$ cat src/rtl/pesanteur_n_colonnes.sv
// Gravity engine for the falling-brick game.
// Owns per-column stack heights, drops one brick at a time, clears full bottom lines.
module pesanteur_n_colonnes #(
  parameter  int N_COLS = 3,
  parameter  int N_ROWS = 6,
  localparam int COL_W  = ($clog2(N_COLS) > 1) ? $clog2(N_COLS) : 1,
  localparam int ROW_W  = ($clog2(N_ROWS) > 1) ? $clog2(N_ROWS) : 1,
  localparam int HGT_W  = $clog2(N_ROWS + 1)
) (
  input  logic                    clk,
  input  logic                    reset,
  input  logic                    start,
  input  logic                    tick,
  input  logic                    spawn_valid,
  input  logic [COL_W-1:0]        spawn_col,
  output logic                    spawn_ready,
  input  logic                    move_left,
  input  logic                    move_right,
  output logic [ROW_W-1:0]        row,
  output logic [COL_W-1:0]        col,
  output logic                    falling,
  output logic [N_COLS*HGT_W-1:0] heights,
  output logic                    landed,
  output logic                    cleared,
  output logic                    game_over
);

  typedef enum logic [2:0] {
    S_IDLE,
    S_FALL,
    S_LAND,
    S_CLEAR,
    S_OVER
  } state_t;

  state_t           state;
  logic [HGT_W-1:0] hgt [N_COLS];

  logic             at_rest;
  logic             all_nz;
  logic             shift_ok;
  logic [COL_W-1:0] dst;
  logic [COL_W-1:0] spawn_cl;

  always_comb begin
    at_rest = (int'(row) + int'(hgt[col])) == (N_ROWS - 1);
    all_nz  = 1'b1;
    for (int c = 0; c < N_COLS; c++) begin
      if (hgt[c] == '0) all_nz = 1'b0;
    end
    if (int'(spawn_col) > N_COLS - 1) begin
      spawn_cl = COL_W'(N_COLS - 1);
    end else begin
      spawn_cl = spawn_col;
    end
  end

  // Shift target must exist and its stack top must lie below the brick.
  always_comb begin
    dst      = col;
    shift_ok = 1'b0;
    if (move_left && !move_right && col != '0) begin
      dst      = col - COL_W'(1);
      shift_ok = 1'b1;
    end else if (move_right && !move_left &&
                 int'(col) < N_COLS - 1) begin
      dst      = col + COL_W'(1);
      shift_ok = 1'b1;
    end
    if (shift_ok &&
        int'(row) >= N_ROWS - int'(hgt[dst])) begin
      shift_ok = 1'b0;
    end
  end

  always_comb begin
    heights = '0;
    for (int c = 0; c < N_COLS; c++) begin
      heights[c*HGT_W +: HGT_W] = hgt[c];
    end
  end

  assign spawn_ready = (state == S_IDLE);
  assign falling     = (state == S_FALL);

  always_ff @(posedge clk or negedge reset) begin
    if (!reset) begin
      state     <= S_IDLE;
      row       <= '0;
      col       <= '0;
      landed    <= 1'b0;
      cleared   <= 1'b0;
      game_over <= 1'b0;
      for (int c = 0; c < N_COLS; c++) hgt[c] <= '0;
    end else if (start) begin
      state     <= S_IDLE;
      row       <= '0;
      col       <= '0;
      landed    <= 1'b0;
      cleared   <= 1'b0;
      game_over <= 1'b0;
      for (int c = 0; c < N_COLS; c++) hgt[c] <= '0;
    end else begin
      landed  <= 1'b0;
      cleared <= 1'b0;
      unique case (state)
        S_IDLE: begin
          if (spawn_valid) begin
            col   <= spawn_cl;
            row   <= '0;
            state <= S_FALL;
          end
        end
        S_FALL: begin
          if (tick) begin
            if (at_rest) begin
              hgt[col] <= hgt[col] + HGT_W'(1);
              landed   <= 1'b1;
              state    <= S_LAND;
            end else begin
              row <= row + ROW_W'(1);
            end
          end else if (shift_ok) begin
            col <= dst;
          end
        end
        S_LAND: begin
          if (all_nz) begin
            for (int c = 0; c < N_COLS; c++) begin
              hgt[c] <= hgt[c] - HGT_W'(1);
            end
            cleared <= 1'b1;
            state   <= S_CLEAR;
          end else if (hgt[col] == HGT_W'(N_ROWS)) begin
            game_over <= 1'b1;
            state     <= S_OVER;
          end else begin
            state <= S_IDLE;
          end
        end
        S_CLEAR: begin
          state <= S_IDLE;
        end
        S_OVER: begin
          state <= S_OVER;
        end
        default: begin
          state <= S_IDLE;
        end
      endcase
    end
  end

endmodule
$ cat config.mk
export PLATFORM = sky130hd
export DESIGN_NAME = pesanteur_n_colonnes
export DESIGN_NICKNAME = d
export VERILOG_FILES = /design/src/rtl/pesanteur_n_colonnes.sv
export SDC_FILE = /design/constraint.sdc
export NUM_CORES = 1
export LEC_CHECK = 0
export ABC_AREA = 0
export BUFFER_PORTS_ARGS = -buffer_cell sky130_fd_sc_hd__buf_2
export CAP_MARGIN = 20
export CORE_ASPECT_RATIO = 1.25
export CORE_MARGIN = 3
export CORE_UTILIZATION = 45
export CTS_CLUSTER_DIAMETER = 200
export CTS_CLUSTER_SIZE = 24
export DETAILED_ROUTE_END_ITERATION = 16
export PLACE_DENSITY = 0.63
export SLEW_MARGIN = 20
export SYNTH_ARGS = -nofsm -noshare
export SYNTH_HDL_FRONTEND = slang
export SYNTH_SLANG_ARGS = --single-unit
$ cat constraint.sdc
create_clock -name clk -period 9.84 [get_ports clk]
set_input_delay 1.476 -clock clk [delete_from_list [all_inputs] [get_ports clk]]
set_output_delay 1.476 -clock clk [all_outputs]
set_load 0.005 [all_outputs]
-- Word-level counts from Yosys, hierarchy flattened
Index checks and enable logic that the tools add are counted.
- add/sub/neg operators: 9
- $lt $le $gt $ge: 6
- equality and inequality tests: 13
- muxes and demuxes: 51
- bitwise logic cells: 2
- reduce and logical (&&, ||, !) cells: 22
- operator list (operator ; count):
    $mux 3 ; 15
    $mux 9 ; 4
    $pmux 9 s2 ; 1
    $mux 1 ; 17
    $ne 3x3->1 const B ; 5
    $mux 2 ; 7
    $bmux 3 s2 ; 2
    $logic_not 3->1 ; 4
    $pmux 3 s4 ; 1
    $reduce_and 4->1 ; 3
    $bwmux 9 ; 1
    $sub 3x1->3 const B ; 3
    $add 3x1->3 const B ; 2
    $demux 3 s2 ; 1
    $eq 3x3->1 const B ; 2
    $ge 3x3->1 const B ; 2
    $logic_and 1x1->1 ; 6
    $ne 3x2->1 const B ; 2
    $not 2->3 ; 2
    $pmux 3 s2 ; 1
    $reduce_and 3->1 ; 2
    $reduce_bool 2->1 ; 3
    $reduce_bool 3->1 ; 2
    $add 3x3->4 ; 1
    13 further kinds ; 14
- bits in registers: 20
- output and inout port bits: 19
- logic and storage cells: 112

-- Depth between registers and ports, before layout
- depth in word-level cells: 17
- mapped depth: 15
- depth with buffers taken out: 13

-- Worst setup path before layout
No wires, ideal clock.
- kind: input to register
- start point: input move_right
- end point: register col[0]
- setup time: 0.128 ns
- arrival time: 3.829 ns
- data required time: 9.712 ns
- slack: 5.883 ns
- stages: 10
- path buffers: 0
- path through: or4b_4 -> o211ai_2 -> mux2i_1 -> o2bb2ai_1 -> nand3_2 -> nor2b_1 -> ha_1 -> nor4b_1 -> a31oi_4 -> mux2_1
- cells in the longest elaborated chain, start to end: 14
- elaborated cells between the ends (all ways): 23
- classes of those cells: add/sub: 1; order compare: 1; eq/ne: 1; mux: 12; bitwise: 1; reduce/logical: 7
- ends and longest elaborated chain (item ; line ; RTL):
    start, declared ; 18 ; input logic move_right,
    $logic_and 1x1->1 / $logic_not 1->1 (equally long branches) ; 65, 62 ;
    $logic_and 1x1->1, on equally long branches ; 65, 62 ;
    $mux 2 / $logic_and 1x1->1 (equally long branches) ; 65, 62 ;
    $mux 2 ; 62 ; if (move_left && !move_right && col != '0) begin
    $not 2->3 (implied by the code) ; 71 ; int'(row) >= N_ROWS - int'(hgt[dst])) begin
    $bmux 3 s2 ; 71 ;
    $mux 3 (implied by the code) (2 in series) ; 71 ;
    $sub 3x3->4 ; 71 ;
    $ge 4x4->1 ; 71 ;
    $logic_and 1x1->1 ; 70 ; if (shift_ok &&
    $mux 1 ; 70 ;
    $ne 3x2->1 (no line) ; n/a ;
    $reduce_and 4->1 (no line) ; n/a ;
    end signal, assigned ; 109 ; col <= spawn_cl;
    end signal, assigned ; 124 ; col <= dst;
    end, declared ; 20 ; output logic [COL_W-1:0] col,
Parallel ways exist; a longest one is shown, timed or not. The select of a mux whose other input is x is not followed.
A chain may end at the register's enable or synchronous reset.

-- Final worst setup path
Ends and elaborated chain as after synthesis.

==> flow_summary.json <==
{
  "status": "complete, no violations",
  "cpMaxStageDelayCell": "or4b_4",
  "grt_max_degree": 27,
  "fmax_ghz": 0.252,
  "grt_pass1_vias": 1518,
  "setup_tns_ps": 0,
  "setup_violations": 0,
  "synthCells": 208,
  "final_net_count": 258,
  "synth.distinct_cells": 43,
  "hold_path_class": "reg2reg",
  "vdd_drop_max_mv": 0.0690,
  "cts.sinks": 20,
  "drtIter0Drc": 122,
  "synth_edf_count": 0,
  "fin_skew_ps": 6.89,
  "antennaDiodeCount": 0,
  "setup.worst_path.end": "col[0]",
  "critPathMaxFanout": 5,
  "num_vias": 1553,
  "cts_hold_buf": 0,
  "r2r-end": "col[0]",
  "die_x_um": 61.5,
  "leakage_uw": 0.000968,
  "dieHeight_um": 75.4,
  "rsz0062_at_grt": "no",
  "cts_resized": 0,
  "grt_overflow": 0,
  "hp-start": "game_over",
  "rows": 24,
  "crit_chain": "buf_2, or4b_4, o211ai_2, mux2i_1, o2bb2ai_1, nand3_2, nor2b_1, ha_1, nor4b_1, a31oi_4, mux2_1",
  "drv_cap": 0,
  "synth_commonest_cells": "inv_1 (21), dfrtp_1 (20), ha_1 (18), nand2_1 (18), nor2_1 (18)",
  "async_flop_share_pct": 100,
  "yosys.area_share.simple_pct": 22.0,
  "ant_nets": 0,
  "yosysTopAreaCell": "dfrtp_1",
  "syn_to_final_growth_pct": 12.5,
  "required_ps": 10000,
  "synth_top_family_by_area": "simple AND/OR/NAND/NOR gates",
  "worst_pin_slew_ps": 952,
  "wl_per_cell_um": 15.9,
  "reg2reg_setup_slack_ps": 6100,
  "ff2ff_path_depth": 12,
  "ys_ff_latch": 20,
  "grt_util_all_layers_pct": 20.8,
  "cp.arrival_ps": 4130,
  "synth_top_area_share_pct": 28.9,
  "dieArea_mm2": 0.00463,
  "synth_fa_ha_area_share_pct": 14.2,
  "routed_wl_um": 4260,
  "hpwlAfterDp_um": 3170,
  "drc": 0,
  "drive_gt1_share_pct": 16.6,
  "critPathMaxStageDelay_ps": 510,
  "initial_core_util_pct": 48.1,
  "hold_viol": 0,
  "finalCritPeriodShare_pct": 40.4,
  "n_fill_cell": 340,
  "clk_latency_ps": 270,
  "core_mm2": 0.00360,
  "path_clk_slew_ps": 80,
  "powerDensity_mw_per_mm2": 173,
  "drtPass1Iterations": 4,
  "syn-num-nets": 236,
  "htreeDepth": 1,
  "fin_cells": 268,
  "synth-warning-count": 0,
  "ys.flop_type": "dfrtp_1",
  "syn_area_mm2": 0.00173,
  "finalCriticalPeriod_ps": 3980,
  "ys_top_cells_by_area": "dfrtp_1 (29%), ha_1 (13%), inv_1 (4.6%)",
  "cts_setup_buffers": 0,
  "slew_viol_final": 0,
  "placed_cells": 264,
  "cts_buffers": 3,
  "syn_avg_cell_area_um2": 8.33,
  "cts_tree": "done",
  "start_kind": "primary input",
  "synth-compound-area-share_pct": 20.7,
  "port_buffers": 27,
  "slew_headroom_pct": 36.5,
  "cp-end-kind": "flip-flop",
  "synth.area.mux_share_pct": 5.42,
  "cts_buffer_depth": 2,
  "cts-root-buf": "clkbuf_8",
  "yosysSeqAreaShare_pct": 28.9,
  "grt_first_pass_wirelength_um": 7320,
  "pin_count": 28,
  "synthXorXnorAreaFrac_pct": 2.02,
  "via_per_inst": 5.79,
  "critical_path_class": "in2reg",
  "crit_path_start": "move_right",
  "synth.most_common_cell": "inv_1",
  "timing.rr.start": "col[1]",
  "antenna_found_initial": 0,
  "gp_congestion": 0.843
}
## critical path, delay by kind of cell
kind	cells	cell delay, ps
buffers and inverters	1	130
AOI/OAI and AO/OA	3	610
muxes	2	440
adders and majority gates	1	180
and+or+nand+nor	4	1300
## registers in the layout, summed over array words and instances, names as in the netlist
register   count
heights        9
row            3
state          3
col            2
cleared        1
game_over      1
landed         1
## power breakdown
group / switching [uW] / internal, uW
clock: 30.5 / 54.4
combinational: 84.0 / 56.6
sequential: 19.2 / 91.9
total: 134 / 203
## cells in the final DEF, fill, tap and decap left out, drive strengths merged, types with 3 or more instances in the layout
| cell | n |
|---|---|
| buf | 27 |
| inv | 21 |
| dfrtp | 20 |
| nand2 | 18 |
| nor2 | 18 |
| ha | 18 |
| o21ai | 12 |
| nor3 | 11 |
| a21oi | 10 |
| mux2i | 6 |
| o2bb2ai | 6 |
| a31oi | 6 |
| nor3b | 5 |
| and3 | 5 |
| o211ai | 4 |
| nand2b | 3 |
| o41ai | 3 |
| nand4 | 3 |
| o31ai | 3 |
| clkbuf | 3 |
| mux2 | 3 |
## area by class of cell
cell class / instances / area [um2] / share of cell area (%)
clock inverter: 1 / 30.0 / 1.54
tap: 39 / 48.8 / 2.50
sequential: 20 / 500 / 25.7
timing repair buffer: 27 / 135 / 6.94
clock buffer: 3 / 41.3 / 2.12
inverter: 21 / 78.8 / 4.05
multi-input combinational: 157 / 1110 / 57.2
## cell families (layout without fill, tap and decap cells)
logic type / after synthesis / in the layout
buf+inv: 31 / 52
simple gates: 74 / 74
xor+xnor: 4 / 4
fa+ha+maj: 19 / 19
flops: 20 / 20
mux: 9 / 9
compound gates: 51 / 51
## how the worst min path moves through the flow
stage                endpoint  cells past startpoint
floorplan           game_over                      2
global placement    game_over                      2
detailed placement  game_over                      2
CTS                 game_over                      2
global route        game_over                      2
finish              game_over                      2
## routing by layer
metal | track usage [%] | routed length, um | vias up
li1 | - | - | 782
met1 | 27.9 | 1970 | 729
met2 | 35.2 | 2090 | 37
met3 | 1.53 | 143 | 5
met4 | 6.84 | 51 | 0
met5 | 0 | 0 | -
## per-stage QoR
stage	power, uW	util [%]	instance area, um2	setup slack (ps)	hold WS (ps)
floorplan	209	-	1730	5880	486
finish	337	54.1	1950	5860	497
global route	365	54.1	1950	5740	520
CTS	339	54.1	1950	5890	509
global placement	249	52.1	1880	5670	474
detailed placement	252	52.1	1880	5620	490
(Power assumes the default switching activity.)
